## config.mk

```make
export PLATFORM = sky130hd
export DESIGN_NAME = seq_div16_ctrl_flat
export DESIGN_NICKNAME = d
export VERILOG_FILES = /design/src/rtl/div_pkg.sv /design/src/rtl/seq_div16_ctrl_if.sv /design/src/rtl/a16bitsub.sv /design/src/rtl/seq_div16_ctrl.sv /design/src/flat_wrapper.sv
export SDC_FILE = /design/constraint.sdc
export NUM_CORES = 1
export LEC_CHECK = 0
export ABC_CLOCK_PERIOD_IN_PS = 15400
export CAP_MARGIN = 20
export CORE_MARGIN = 1.5
export CORE_UTILIZATION = 33
export DETAILED_ROUTE_END_ITERATION = 7
export HOLD_SLACK_MARGIN = 0.02
export SYNTH_ARGS = -nofsm -noshare
export SYNTH_HDL_FRONTEND = slang
export SYNTH_HIERARCHICAL = 1
export SYNTH_SLANG_ARGS = --single-unit
```

## constraint.sdc

```tcl
create_clock -name clk -period 15.4 [get_ports clk]
set_input_delay 1.54 -clock clk [delete_from_list [all_inputs] [get_ports clk]]
set_output_delay 1.54 -clock clk [all_outputs]
set_load 0.02 [all_outputs]
```

## src/rtl/div_pkg.sv

```systemverilog
// Shared types and sizing for the sequential divider controller.
package div_pkg;

    localparam int DIV_W = 16;
    localparam int CNT_W = $clog2(DIV_W);

    typedef enum logic [1:0] {
        IDLE = 2'd0,
        CALC = 2'd1,
        DONE = 2'd2
    } state_t;

endpackage

```

## src/rtl/seq_div16_ctrl_if.sv

```systemverilog
// Start/done handshake and operand/result bus between the sequencer and the divider.
interface seq_div16_ctrl_if
    import div_pkg::*;
#(
    parameter int N = DIV_W
);

    logic         start;
    logic [N-1:0] dividend;
    logic [N-1:0] divisor;
    logic         busy;
    logic         done;
    logic [N-1:0] quotient;
    logic [N-1:0] remainder;
    logic         div_by_zero;

    modport master (
        output start, dividend, divisor,
        input  busy, done, quotient, remainder, div_by_zero
    );

    modport slave (
        input  start, dividend, divisor,
        output busy, done, quotient, remainder, div_by_zero
    );

endinterface

```

## src/rtl/a16bitsub.sv

```systemverilog
// N-bit ripple-borrow subtractor: diff = a - b - bin, bout set when the result wraps.
module a16bitsub #(
    parameter int N = 16
) (
    input  logic [N-1:0] a,
    input  logic [N-1:0] b,
    input  logic         bin,
    output logic [N-1:0] diff,
    output logic         bout
);

    always_comb begin
        logic borrow;
        diff   = '0;
        borrow = bin;
        for (int i = 0; i < N; i++) begin
            diff[i] = a[i] ^ b[i] ^ borrow;
            borrow  = (~a[i] & b[i]) | (~(a[i] ^ b[i]) & borrow);
        end
        bout = borrow;
    end

endmodule

```

## src/rtl/seq_div16_ctrl.sv

```systemverilog
// Restoring unsigned divider: one shared subtractor, one quotient bit per CALC cycle.
module seq_div16_ctrl
    import div_pkg::*;
#(
    parameter int N = DIV_W
) (
    input  logic                 clk,
    input  logic                 rst,
    seq_div16_ctrl_if.slave      bus
);

    localparam int CW = $clog2(N);

    state_t        state, state_n;
    logic [N-1:0]  q_reg, q_n;
    logic [N-1:0]  r_reg, r_n;
    logic [N-1:0]  d_reg, d_n;
    logic [CW-1:0] cnt, cnt_n;
    logic [N-1:0]  quo_reg, quo_n;
    logic [N-1:0]  rem_reg, rem_n;
    logic          dbz_reg, dbz_n;

    logic [N:0]    s;
    logic [N-1:0]  diff;
    logic          bout;
    logic          ok;

    // Shift the next dividend bit into the partial remainder and trial-subtract.
    assign s = {r_reg, q_reg[N-1]};

    a16bitsub #(.N(N)) u_sub (
        .a    (s[N-1:0]),
        .b    (d_reg),
        .bin  (1'b0),
        .diff (diff),
        .bout (bout)
    );

    // A set S[N] means S >= 2^N > D, so the subtract fits even though it borrowed.
    assign ok = s[N] | ~bout;

    always_comb begin
        state_n = state;
        q_n     = q_reg;
        r_n     = r_reg;
        d_n     = d_reg;
        cnt_n   = cnt;
        quo_n   = quo_reg;
        rem_n   = rem_reg;
        dbz_n   = dbz_reg;
        unique case (state)
            IDLE, DONE: begin
                if (bus.start) begin
                    if (bus.divisor != '0) begin
                        q_n     = bus.dividend;
                        r_n     = '0;
                        d_n     = bus.divisor;
                        cnt_n   = '0;
                        state_n = CALC;
                    end else begin
                        quo_n   = '1;
                        rem_n   = bus.dividend;
                        dbz_n   = 1'b1;
                        state_n = DONE;
                    end
                end else begin
                    state_n = IDLE;
                end
            end
            CALC: begin
                r_n   = ok ? diff : s[N-1:0];
                q_n   = {q_reg[N-2:0], ok};
                cnt_n = cnt + CW'(1);
                if (cnt == CW'(N - 1)) begin
                    quo_n   = {q_reg[N-2:0], ok};
                    rem_n   = ok ? diff : s[N-1:0];
                    dbz_n   = 1'b0;
                    state_n = DONE;
                end
            end
            default: state_n = IDLE;
        endcase
    end

    always_ff @(posedge clk) begin
        if (rst) begin
            state   <= IDLE;
            q_reg   <= '0;
            r_reg   <= '0;
            d_reg   <= '0;
            cnt     <= '0;
            quo_reg <= '0;
            rem_reg <= '0;
            dbz_reg <= 1'b0;
        end else begin
            state   <= state_n;
            q_reg   <= q_n;
            r_reg   <= r_n;
            d_reg   <= d_n;
            cnt     <= cnt_n;
            quo_reg <= quo_n;
            rem_reg <= rem_n;
            dbz_reg <= dbz_n;
        end
    end

    assign bus.busy        = (state == CALC);
    assign bus.done        = (state == DONE);
    assign bus.quotient    = quo_reg;
    assign bus.remainder   = rem_reg;
    assign bus.div_by_zero = dbz_reg;

endmodule

```

## src/flat_wrapper.sv

```systemverilog
// flat-port wrapper written by rule: the top's interface ports become plain ports
module seq_div16_ctrl_flat import div_pkg::*;
#(
    parameter int N = DIV_W
)
  (clk, rst, bus_start, bus_dividend, bus_divisor, bus_busy, bus_done, bus_quotient, bus_remainder, bus_div_by_zero);
  seq_div16_ctrl_if #(.N(N)) bus_i ();
  input  logic clk;
  input  logic rst;
  input wire logic [$bits(bus_i.start)-1:0] bus_start;
  input wire logic [$bits(bus_i.dividend)-1:0] bus_dividend;
  input wire logic [$bits(bus_i.divisor)-1:0] bus_divisor;
  output wire logic [$bits(bus_i.busy)-1:0] bus_busy;
  output wire logic [$bits(bus_i.done)-1:0] bus_done;
  output wire logic [$bits(bus_i.quotient)-1:0] bus_quotient;
  output wire logic [$bits(bus_i.remainder)-1:0] bus_remainder;
  output wire logic [$bits(bus_i.div_by_zero)-1:0] bus_div_by_zero;
  assign bus_i.start = bus_start;
  assign bus_i.dividend = bus_dividend;
  assign bus_i.divisor = bus_divisor;
  assign bus_busy = bus_i.busy;
  assign bus_done = bus_i.done;
  assign bus_quotient = bus_i.quotient;
  assign bus_remainder = bus_i.remainder;
  assign bus_div_by_zero = bus_i.div_by_zero;
  seq_div16_ctrl #(.N(N)) u_core (.clk(clk), .rst(rst), .bus(bus_i));
endmodule
```

# Yosys cells after proc, flatten, opt, wreduce, memory -nomap -nowiden
# Index checks and enable logic that the tools add are counted.
[op_classes]
addsub = 1
n_mul = 0
div = 0
magnitude_cmp = 0
n_eq_ne = 7
shift = 0
muxes = 26
n_bitwise = 110
n_reduce_logical = 7
[ops]
columns = ["cell", "n"]
rows = [
  ["two-way mux 16 bit", 11],
  ["case mux 16 bit (2 select lines)", 4],
  ["NOT 1 bit", 32],
  ["bitwise AND 1 bit", 31],
  ["XOR 1 bit", 31],
  ["OR 1 bit", 16],
  ["nonzero test 16 bit", 1],
  ["two-way mux 4 bit", 2],
  ["case mux 4 bit (2 select lines)", 1],
  ["two-way mux 2 bit", 3],
  ["AND reduction 3 bit", 2],
  ["adder 4 x 1 -> 4 bit, second input constant", 1],
  ["== test 4 bit, second input constant", 1],
  ["inequality test 2 x 1 -> 1 bit, second input constant", 2],
  ["inequality test 2 bit, second input constant", 2],
  ["case mux 2 bit (2 select lines)", 1],
  ["AND reduction 4 bit", 1],
  ["two-way mux 1 bit", 3],
  ["== test 2 x 1 -> 1 bit, second input constant", 1],
  ["== test 2 bit, second input constant", 1],
  ["zero test 2 bit", 1],
  ["case mux 1 bit (2 select lines)", 1],
  ["nonzero test 2 bit", 1],
  ["OR reduction 2 bit", 1],
]
[totals]
ff_bits = 87
latch_bits = 0
mem_bits_rw = 0
romBits = 0
input_bits = 35
output_inout_bits = 35
elab_cells = 159
memories = 0

# Logic depth before layout (Yosys ltp)
[logic_depth]
ltp_word = 37
ltp_mapped = 26
ltp_nobuf = 24

# Cells and area by module
# Netlist, hierarchy kept.
[modules_own_cells]
columns = ["mod", "n_inst", "cells_per_inst", "area_per_inst_um2", "seq_area_each_um2"]
rows = [
  ["seq_div16_ctrl", 1, 453, 3905.0, 1741.7],
  ["a16bitsub", 1, 50, 447.9, 0.0],
]

# Worst setup path after synthesis
# OpenSTA, ideal clock, no wires.
[synth_timing]
kind = "register to register"
startpoint = "register u_core.q_reg[15]"
endpoint = "register u_core.rem_reg[10] (netlist: u_core/bus.remainder[10])"
setup_ns = 0.072
arrival_time_ns = 6.991
required_time_ns = 15.328
setup_slack_ns = 8.337
stages_incl_launch_ff = 26
n_path_buf = 2
synth_period_minus_slack_ns = 7.063
path_cell_list = "dfxtp_1 > fa_1 > inv_1 > fa_1 > fa_1 > fa_1 > fa_1 > fa_1 > fa_1 > fa_1 > fa_1 > fa_1 > fa_1 > fa_1 > fa_1 > fa_1 > fa_1 > inv_1 > fa_1 > inv_1 > nand2b_1 > buf_4 > buf_4 > mux2i_1 > a211o_1 > mux2i_1"
[synth_between]
elab_chain_cells = 37
word_cells_on_any_way = 38
[synth_lines]
columns = ["item", "line_no", "text"]
rows = [
  ["start: declaration", "seq_div16_ctrl.sv:15", "logic [N-1:0] q_reg, q_n;"],
  ["start signal: assignment", "seq_div16_ctrl.sv:97", "q_reg <= q_n;"],
  ["NOT 1 bit", "a16bitsub.sv:18", "borrow = (~a[i] & b[i]) | (~(a[i] ^ b[i]) & borrow);"],
  ["bitwise AND 1 bit (2 in a row)", "a16bitsub.sv:18", ""],
  ["OR 1 bit", "a16bitsub.sv:18", ""],
  ["bitwise AND 1 bit", "a16bitsub.sv:18", ""],
  ["OR 1 bit", "a16bitsub.sv:18", ""],
  ["bitwise AND 1 bit", "a16bitsub.sv:18", ""],
  ["OR 1 bit", "a16bitsub.sv:18", ""],
  ["bitwise AND 1 bit", "a16bitsub.sv:18", ""],
  ["[21 not listed]", "--", ""],
  ["bitwise AND 1 bit", "a16bitsub.sv:18", ""],
  ["OR 1 bit", "a16bitsub.sv:18", ""],
  ["named net u_core.bout", "seq_div16_ctrl.sv:25", "logic bout;"],
  ["NOT 1 bit", "seq_div16_ctrl.sv:40", "assign ok = s[N] | ~bout;"],
  ["OR 1 bit", "seq_div16_ctrl.sv:40", ""],
  ["two-way mux 16 bit", "seq_div16_ctrl.sv:76", "rem_n = ok ? diff : s[N-1:0];"],
  ["two-way mux 16 bit", "seq_div16_ctrl.sv:74", "if (cnt == CW'(N - 1)) begin"],
  ["case mux 16 bit (2 select lines)", "seq_div16_ctrl.sv:51", "unique case (state)"],
  ["end signal: assignment", "seq_div16_ctrl.sv:102", "rem_reg <= rem_n;"],
  ["end: declaration", "seq_div16_ctrl.sv:20", "logic [N-1:0] rem_reg, rem_n;"],
]
# The timed path passes the listed nets, and every way through them passes these cells. The select of a mux whose other input is x is not followed.
# A chain may end at the register's enable or synchronous reset.

# Worst setup path after layout
[layout_timing]
startpoint = "register u_core.q_reg[15]"
endpoint = "register u_core.rem_reg[13] (netlist: u_core/bus.remainder[13])"
# The elaborated chain is that of the path after synthesis.

==> reports/qor.yml <==
run_status:
  status: "completed"
placement:
  globalplace.congestion: 0.8060
  port_buffers: 69
  dpl.hpwl_mm: 7.174
clock_network:
  cts_buffer_depth: 2
  ctsResizeCount: 0
  clk_pin_slew_ps: 60
  insertion_delay_ps: 340
  hold_buffers: 0
  cts.sinks: 87
  root_buffer: "clkbuf_16"
  numCtsBuffers: 9
  post-cts-setup-buffer-count: 0
  htreeDepth: 3
  cts_tree: "done"
global_routing:
  gr-usage-met3: 0.03488
  grtUsageMet2: 0.2372
  grt_max_degree: 72
  grt_usage: 0.1543
  grt_pass1_wl_mm: 17.31
  grt-ovfl-total: 0
  antenna_found_initial: 0
  grt_util_met1: 0.2158
  grt_pass1_vias: 3376
  gr-max-usage-layer: "met2"
power:
  p_comb_frac: 0.283
  pwr_density_cell_nw_per_um2: 123.6
  sw_frac_of_total: 0.3109
  p_int_uw: 461.2
  power.total_uw: 669.2
  clockPowerShare: 0.334
  power.net_switching_uw: 208.1
  leakage_uw: 0.002047
  power_frac_seq: 0.383
  vdd_ir_drop_max_v: 0.00006020
floorplan:
  die_h_um: 117.9
  core_um2: 12720
  start_util: 0.3422
  die_x_um: 117.9
  num_io_pins: 70
  fp-row-count: 41
  dieArea_um2: 13890
critical_path:
  worst-path-buf-inv: 3
  crit_fanout: 18
  startpoint_type: "flop"
  cp.required_ps: 15670
  worst_path_largest_cell_delay_ps: 720
  crit_family: "adder cells"
  worstPathArrival_ps: 8210
  slowest_stage: "nand2b_1"
  path_class: "flop to flop"
  endpoint_kind: "flop"
  path_cells: "fa_1 > inv_1 > fa_1 > fa_1 > fa_1 > fa_1 > fa_1 > fa_1 > fa_1 > fa_1 > fa_1 > fa_1 > fa_1 > fa_1 > fa_1 > fa_1 > inv_1 > fa_1 > inv_1 > nand2b_1 > mux2i_1 > a211o_1 > mux2i_1"
  crit_top_cell: "fa_1"
synthesis:
  yosysUniqueCellTypes: 38
  synth.avg_cell_area_um2: 8.654
  syn_inst: 503
  synth_area_leader_cell: "dfxtp_1"
  synth_edf_count: 0
  yosysMostFrequentCell: "dfxtp_1"
  syn_area_um2: 4353
  yosys_most_used_dff: "dfxtp_1"
  ys_seq_area_frac: 0.4001
  syn_nets: 555
  async_flop_share: 0
  ys_ff_latch: 87
  ys_warn_count: 6
  synthTopCellsByArea: "dfxtp_1 40%, fa_1 7.4%, nand2_1 7.2%"
  synthTopCellsByCount: "87 x dfxtp_1, 83 x nand2_1, 53 x a21oi_1"
  yosysTopAreaCellShare: 0.4001
sta:
  fin_crit_ps: 7943
  finalMaxSlewViolations: 0
  setup_viol: 0
  holdWs_ps: 454.7
  fmax_mhz: 125.9
  maxSlewHeadroom: 0.3073
  tightest_slew_ps: 1039
  rsz0062_at_grt: "no"
  clock_skew_ps: 7.709
  setup_tns_ps: 0
  hold_viol_final: 0
  period_share: 0.5158
finish:
  fillCellCount: 1298
  fin_nets: 604
  seq_area_um2: 1742
  antennaDiodeCount: 0
  syn_to_final_growth_pct: 24.37
  drive_gt1_frac: 0.08079
  multi_input_area_um2: 2222
routing:
  routed_wl_mm: 10.38
  via_count: 3506
  via_per_inst: 4.809
  postRouteAntennaNets: 0
  drt_iter0_drc: 267
  drcViolationCount: 0
  wl_per_cell_um: 14.23
  dr.pass1.iters: 5
min_path:
  hp-class: "flop to flop"
run:
  cap_viol_max_count: 0
[layer usage]
layer | wire length (µm) | part of all wire | vias up
met5 | 0 | 0 | -
met4 | 111 | 0.011 | 0
met3 | 526 | 0.051 | 9
met2 | 4657 | 0.45 | 75
met1 | 5081 | 0.49 | 1648
li1 | - | - | 1774
[cell type report]
class,count,share of cell area
multi-input combinational,327,0.4104
sequential,87,0.3217
timing repair buffer,75,0.1350
clock buffer,11,0.04668
tap,172,0.03975
inverter,52,0.03605
clock inverter,5,0.01040
[logic make-up after synthesis]
| kind of cell | Yosys count | synth area share |
|---|---|---|
| AND/OR/NAND/NOR | 155 | 0.1592 |
| adder cells (fa/ha/maj) | 17 | 0.07646 |
| other | 1 | 0.0008615 |
| flip-flops | 87 | 0.4001 |
| multiplexers | 32 | 0.07387 |
| buffers and inverters | 89 | 0.09198 |
| AO/OA/AOI/OAI | 122 | 0.1975 |
[tightest hold or removal path: cells and delay by family, from the launching register on]
| family | cells | cell delay, ps |
|---|---|---|
| flip-flops | 1 | 310 |
| AO/OA/AOI/OAI | 1 | 50 |
| buffers and inverters | 1 | 50 |
[through the flow]
step           setup WS [ps]  cells  utilization  area (µm²)
6_report                7457    729       0.4256        5414
5_1_grt                 7065    729       0.4256        5414
4_1_cts                 7417    729       0.4256        5414
3_5_place_dp            7441    713       0.4013        5105
3_3_place_gp            7543    713       0.4013        5105
2_1_floorplan           8337    503            -        4353
[power by group through the flow]
stage | registers, µW | logic (µW) | clock network [µW]
floorplan | 263 | 136 | 0
global placement | 261 | 188 | 0
detailed placement | 261 | 190 | 0
CTS | 256 | 191 | 227
global route | 259 | 214 | 236
finish | 256 | 189 | 224
[worst paths after layout]
path | startpoint | depth (start not counted) | to | slack [ps]
setup / recovery | u_core/q_reg[15] | 23 | u_core/bus.remainder[13] | 7460
hold reg to reg | u_core/bus.quotient[15] | 2 | u_core/bus.quotient[15] | 450
setup reg to reg | u_core/q_reg[15] | 23 | u_core/bus.remainder[13] | 7460
hold / removal | u_core/bus.quotient[15] | 2 | u_core/bus.quotient[15] | 450
[layout by cell type, fill, tap and decap left out, types with 3 or more instances in the layout]
master           Yosys  routed
a21oi_1             53      53
buf_4                3       6
a211oi_1             3       3
a211o_1             15      15
clkbuf_16            0       9
a211oi_2            12      12
o22a_1              15      15
fa_1                16      16
nor2_1              51      51
nor4_4               4       4
dfxtp_1             87      87
nand2_1             83      83
nand3_1              5       5
inv_1               51      51
nand2b_1             4       4
mux2i_1             31      31
clkdlybuf4s50_1      0      68
o21ai_0             16      16
No activity file was read; power rests on OpenSTA's default activity.
